--- src/rtl/window_gen.sv ---
// window_gen: 7x7 sliding-window generator over a raster pixel stream using six line buffers
//
// Ports:
//   i_clk           clock, all state changes on the rising edge
//   i_rst_n         asynchronous active-low reset
//   i_data_enable   qualifies i_data_in, one pixel accepted per cycle when high
//   i_data_in       8-bit raster-order pixel
//   i_frame_sync    forces the accepted pixel to row 0, col 0
//   o_win_valid     a complete 7x7 window is present on o_row0..o_row6
//   o_row0..o_row6  window rows, row0 oldest line, bits [7:0] newest pixel
//   o_center_pixel  window centre, o_row3[31:24]
//   o_win_x/o_win_y image coordinates of the window centre
module window_gen #(
   parameter int IMG_WIDTH  = 64,
   parameter int IMG_HEIGHT = 64
) (
   input  logic        i_clk,
   input  logic        i_rst_n,
   input  logic        i_data_enable,
   input  logic [7:0]  i_data_in,
   input  logic        i_frame_sync,
   output logic        o_win_valid,
   output logic [55:0] o_row0,
   output logic [55:0] o_row1,
   output logic [55:0] o_row2,
   output logic [55:0] o_row3,
   output logic [55:0] o_row4,
   output logic [55:0] o_row5,
   output logic [55:0] o_row6,
   output logic [7:0]  o_center_pixel,
   output logic [7:0]  o_win_x,
   output logic [7:0]  o_win_y
);
   localparam int CW = $clog2(IMG_WIDTH);
   localparam int RW = $clog2(IMG_HEIGHT);
   localparam logic [CW-1:0] LAST_COL = CW'(IMG_WIDTH - 1);
   localparam logic [RW-1:0] LAST_ROW = RW'(IMG_HEIGHT - 1);
   logic [CW-1:0] r_col, w_col, w_col_nxt;
   logic [RW-1:0] r_row, w_row, w_row_nxt;
   logic [7:0]    r_lb [6][IMG_WIDTH];
   logic [55:0]   r_win [7];
   logic [7:0]    w_new [7];
   logic          w_hit;
   // frame_sync relabels the current pixel as the frame origin before it is used
   always_comb begin
      w_col     = i_frame_sync ? '0 : r_col;
      w_row     = i_frame_sync ? '0 : r_row;
      w_col_nxt = (w_col == LAST_COL) ? '0 : w_col + 1'b1;
      w_row_nxt = (w_col != LAST_COL) ? w_row : (w_row == LAST_ROW) ? '0 : w_row + 1'b1;
      w_hit     = i_data_enable && (w_col >= CW'(6)) && (w_row >= RW'(6));
      // r_lb[0] holds the previous line, r_lb[5] the line six lines back
      for (int r = 0; r < 6; r++) w_new[r] = r_lb[5-r][w_col];
      w_new[6] = i_data_in;
   end
   // line buffers carry no reset; stale lines are masked by the row>=6 rule
   always_ff @(posedge i_clk) begin
      if (i_data_enable) begin
         r_lb[0][w_col] <= i_data_in;
         for (int k = 5; k > 0; k--) r_lb[k][w_col] <= r_lb[k-1][w_col];
      end
   end
   always_ff @(posedge i_clk or negedge i_rst_n) begin
      if (!i_rst_n) begin
         r_col       <= '0;
         r_row       <= '0;
         o_win_valid <= 1'b0;
         o_win_x     <= '0;
         o_win_y     <= '0;
         for (int r = 0; r < 7; r++) r_win[r] <= '0;
      end else begin
         o_win_valid <= w_hit;
         if (i_data_enable) begin
            r_col <= w_col_nxt;
            r_row <= w_row_nxt;
            for (int r = 0; r < 7; r++) r_win[r] <= {r_win[r][47:0], w_new[r]};
         end
         if (w_hit) begin
            o_win_x <= 8'(w_col) - 8'd3;
            o_win_y <= 8'(w_row) - 8'd3;
         end
      end
   end
   assign o_row0         = r_win[0];
   assign o_row1         = r_win[1];
   assign o_row2         = r_win[2];
   assign o_row3         = r_win[3];
   assign o_row4         = r_win[4];
   assign o_row5         = r_win[5];
   assign o_row6         = r_win[6];
   assign o_center_pixel = r_win[3][31:24];
endmodule

--- config.mk ---
export PLATFORM = sky130hd
export DESIGN_NAME = window_gen
export DESIGN_NICKNAME = d
export VERILOG_FILES = /design/src/rtl/window_gen.sv
export SDC_FILE = /design/constraint.sdc
export NUM_CORES = 2
export LEC_CHECK = 0
export ABC_AREA = 1
export ABC_CLOCK_PERIOD_IN_PS = 8940
export BUFFER_PORTS_ARGS = -buffer_cell sky130_fd_sc_hd__clkbuf_2
export CAP_MARGIN = 0
export CORE_ASPECT_RATIO = 1.4
export CORE_MARGIN = 3
export CORE_UTILIZATION = 40
export CTS_CLUSTER_SIZE = 40
export DETAILED_ROUTE_END_ITERATION = 16
export GPL_TIMING_DRIVEN = 0
export HOLD_SLACK_MARGIN = 0.15
export SLEW_MARGIN = 20
export SYNTH_ARGS = -nofsm -noshare
export SYNTH_HDL_FRONTEND = slang
export SYNTH_SLANG_ARGS = --single-unit
export TNS_END_PERCENT = 100
--- constraint.sdc ---
create_clock -name i_clk -period 8.94 [get_ports i_clk]
set_clock_uncertainty 0.2 [all_clocks]
set_input_delay 1.788 -clock i_clk [delete_from_list [all_inputs] [get_ports i_clk]]
set_output_delay 1.788 -clock i_clk [all_outputs]
set_load 0.05 [all_outputs]
==> results.txt <==
- Relative to the synthesized area, the layout overhead comes to 17.8%.
* Most frequent cell after synthesis: nand2_1
- The commonest cells after synthesis are nand2_1 (5720), edfxtp_1 (3072), inv_1 (1574).
- The critical path is of the in2reg type.
- Summed over all layers, the routed wires come to between 500 and 600 mm.
* Proportion of layout cells with a drive suffix above 1: 0.116
* Result of the run: finished, final reports clean
* Worst VDD drop: 0.000156 V
* First drt pass iteration count: 6
- Number of DRC violations after detailed-routing iteration 0: 12800
- Mean instance size in the synthesized netlist: 10.5 um2
- Number of nets in the layout: 14900
- After detailed routing, the number of remaining DRC violations is 0.
* CTS Hold Buffers Added: 0
- The share of synthesized area in the top cell type comes to 0.635.
* Critical Path Start Type: input port
- The analysis attributes to cell leakage a power of between 70 and 80 nW.
- During synthesis, Yosys emitted a total of 0 warnings.
- Measured slew at the worst slew-check pin: between 1000 and 1500 ps
- DIE AREA: roughly 370000 um2
- Post-synthesis cell type count: 33
- STA puts the critical path data required time at 9350 ps.
- TritonCTS built the clock tree.
* Number of enable flip-flop cells after synthesis: ~3100
* Global-route wire length before repair: about 740 mm
* I/O pins: about 430
* Pwr Density: 237 nW/um2
* FF+latch count, synth: about 3500
* Pins over their slew limit: 0
- Synth Instances: 13800
* Ranking of synthesized cells by area: edfxtp_1 (64%), nand2_1 (15%), dfrtp_1 (7.2%), nand3_1 (4.6%), inv_1 (4.1%)
* Horizontal die dimension: a little over 500 um
- Yosys top cell by area: edfxtp_1
- The initial utilization of the core area, before any placement, comes to 0.402.
- Hold violation count in the final report: 0
* Resized cells post-CTS: 0
* Worst reg-to-reg path cell count: 11
- CP arrival: around 7300 ps
- In this run the cell area of the synthesized design comes to between 100000 and 150000 um2.
* Via count of the routed design: 106000
- Setup repair after global routing left no endpoint under its margin.
- Counting every sink on the clock net gives 3491.
* DIE HEIGHT: 719 um
- The layout has roughly 33000 filler cells.
* Worst hold-check path type: reg2reg
- Port buffering added 428 buffers.
- Setup violations remaining at the end of the flow were counted as 0.
- In the final layout, flip-flops and latches occupy a little over 100000 um2.
* Crit end category: flop
* Remaining max-slew budget at the tightest pin: 0.133
* Mapped Nets: ~14000
- Share of async-settable or async-resettable flops after synthesis: 0.120
- In the routed layout, each cell is associated on average with a via count of 5.31.
- After legalization and detailed placement, the total HPWL measured 394 mm.
- Counting instances, the worst hold path has a depth of 2.
* Total grt overflow: 0
- Share of the core filled with cells: 0.473
- The root buffer cell chosen for the clock tree is clkbuf_16.
- Final critical-path required period: approximately 6900 ps
* Via count of the first global-routing pass: between 100k and 150k
- Maximum number of pins on one net before global-route repair: 90
- Dividing the detail-routed wire length by the instance count gives ~27 um.
- Core area: around 360000 um2
* Fraction of the yosys area taken by sequential cells: 0.708
- The detail route stage leaves a number of antenna-violating nets equal to 0.
* Max Buffers Root-to-Sink: 4
- After clock tree synthesis, the setup repair step added 0 buffers.
- In the final layout, the multi-input gates occupy about 34000 um2.
* Clock insertion delay at the later pin of the skew report: about 950 ps
- Global routing usage summed across all routing layers: 0.284
- The H-tree generated during clock tree synthesis spans 5 levels.
- Number of placement rows: between 200 and 300
- Worst Hold Slack: approximately 270 ps
* Clock edge transition at the registers on the reported setup and hold paths: approximately 60 ps
* Placer's final routability congestion estimate: just under 1
- Of all nets on the critical path, the largest fanout is 22.
- Across the run, the number of max-cap violations was 0.
* Highest attainable clock frequency: 146 MHz
- The number of antenna violations at the first check in global routing was 25.
* Period utilisation layout: 0.766
- TritonCTS created about 330 clock buffers.
- Prevailing post-synth register cell: edfxtp_1
-- cell type report --
type	instances	area share
flip-flops and latches	3491	0.601
plain buffers	730	0.0189
clock inverters	161	0.00847
diodes	19	0.000278
well taps	4734	0.0346
repair buffers	754	0.0505
clock buffers	430	0.0531
inverters	1582	0.0348
multi-input cells	7995	0.199
-- cells in the final DEF, fill, tap and decap left out, drive strengths merged, types with 2 or more instances in the layout --
master / n
nand2: 5722
xor2: 4
edfxtp: 3072
buf: 706
clkinv: 116
nand3: 1339
dfrtp: 419
a21oi: 15
bufinv: 22
nand4: 106
o21ai: 377
nand3b: 8
inv: 1594
clkinvlp: 11
nor3: 2
o211ai: 132
a31oi: 6
diode: 19
ha: 2
clkbuf: 1208
nor2: 185
or2: 92
-- power by group --
| part | switching, mW | internal (mW) |
|---|---|---|
| clock network | 6.26 | 7.83 |
| registers | 0.310 | 19.0 |
| logic | 5.71 | 1.47 |
-- routing by layer --
metal | GRT usage | vias to the layer above | share of wire
li1 | - | 47200 | -
met1 | 0.323 | 50800 | 0.34
met2 | 0.466 | 6027 | 0.47
met3 | 0.0646 | 1612 | 0.10
met4 | 0.212 | 8 | 0.090
met5 | 0 | - | 0.000091
-- through the flow --
stage	cell area (um2)	power (mW)	TNS [ps]	worst slack, ps	cells
floorplan	145000	23.3	0	3220	13800
global route	171000	41.6	0	2310	19900
finish	171000	40.6	0	2090	19900
CTS	171000	40.6	0	2560	19900
global placement	153000	26.5	-8115870	-4000	19000
detailed placement	160000	26.7	0	1600	19300
-- flip-flops by register name (all words and copies together), names as in the netlist, 7 cells and up --
signal	flops
o_row5	56
o_row3	56
o_row6	56
r_lb	3072
o_row0	56
o_row4	56
o_row1	56
o_row2	56
o_win_y	7
o_win_x	7
-- path summary, 6_finish.rpt --
| check | to | slack (ps) | start |
|---|---|---|---|
| worst max-delay path | r_lb[3][216] | 2090 | i_frame_sync |
| worst min-delay path | o_row1[50] | 270 | o_row1[50] |
| worst max register to register | r_lb[3][216] | 3020 | r_col[5] |
| worst min register to register | o_row1[50] | 270 | o_row1[50] |
| max in group asynchronous | o_row3[17] | 6540 | i_rst_n |
| min in group asynchronous | o_row6[50] | 720 | i_rst_n |
-- worst max-delay path: stages --
cell	delay [ps]
clkbuf_2	250
buf_6	260
nor2_1	430
inv_1	250
nor2_1	930
clkbuf_1	820
buf_2	520
nand2_1	580
nor2_4	730
buf_12	280
buf_16	170
buf_12	200
-- cell families (layout without fill, tap and decap cells) --
family,count (synthesis),count (layout),share of synthesized area
xor+xnor,4,4,0.000241
flops,3491,3491,0.708
compound gates,535,535,0.0209
buf+inv,2312,3657,0.0630
simple gates,7454,7454,0.208
fa+ha+maj,2,2,0.000172
other cells,0,19,0
No activity file was read; power rests on OpenSTA's default activity.
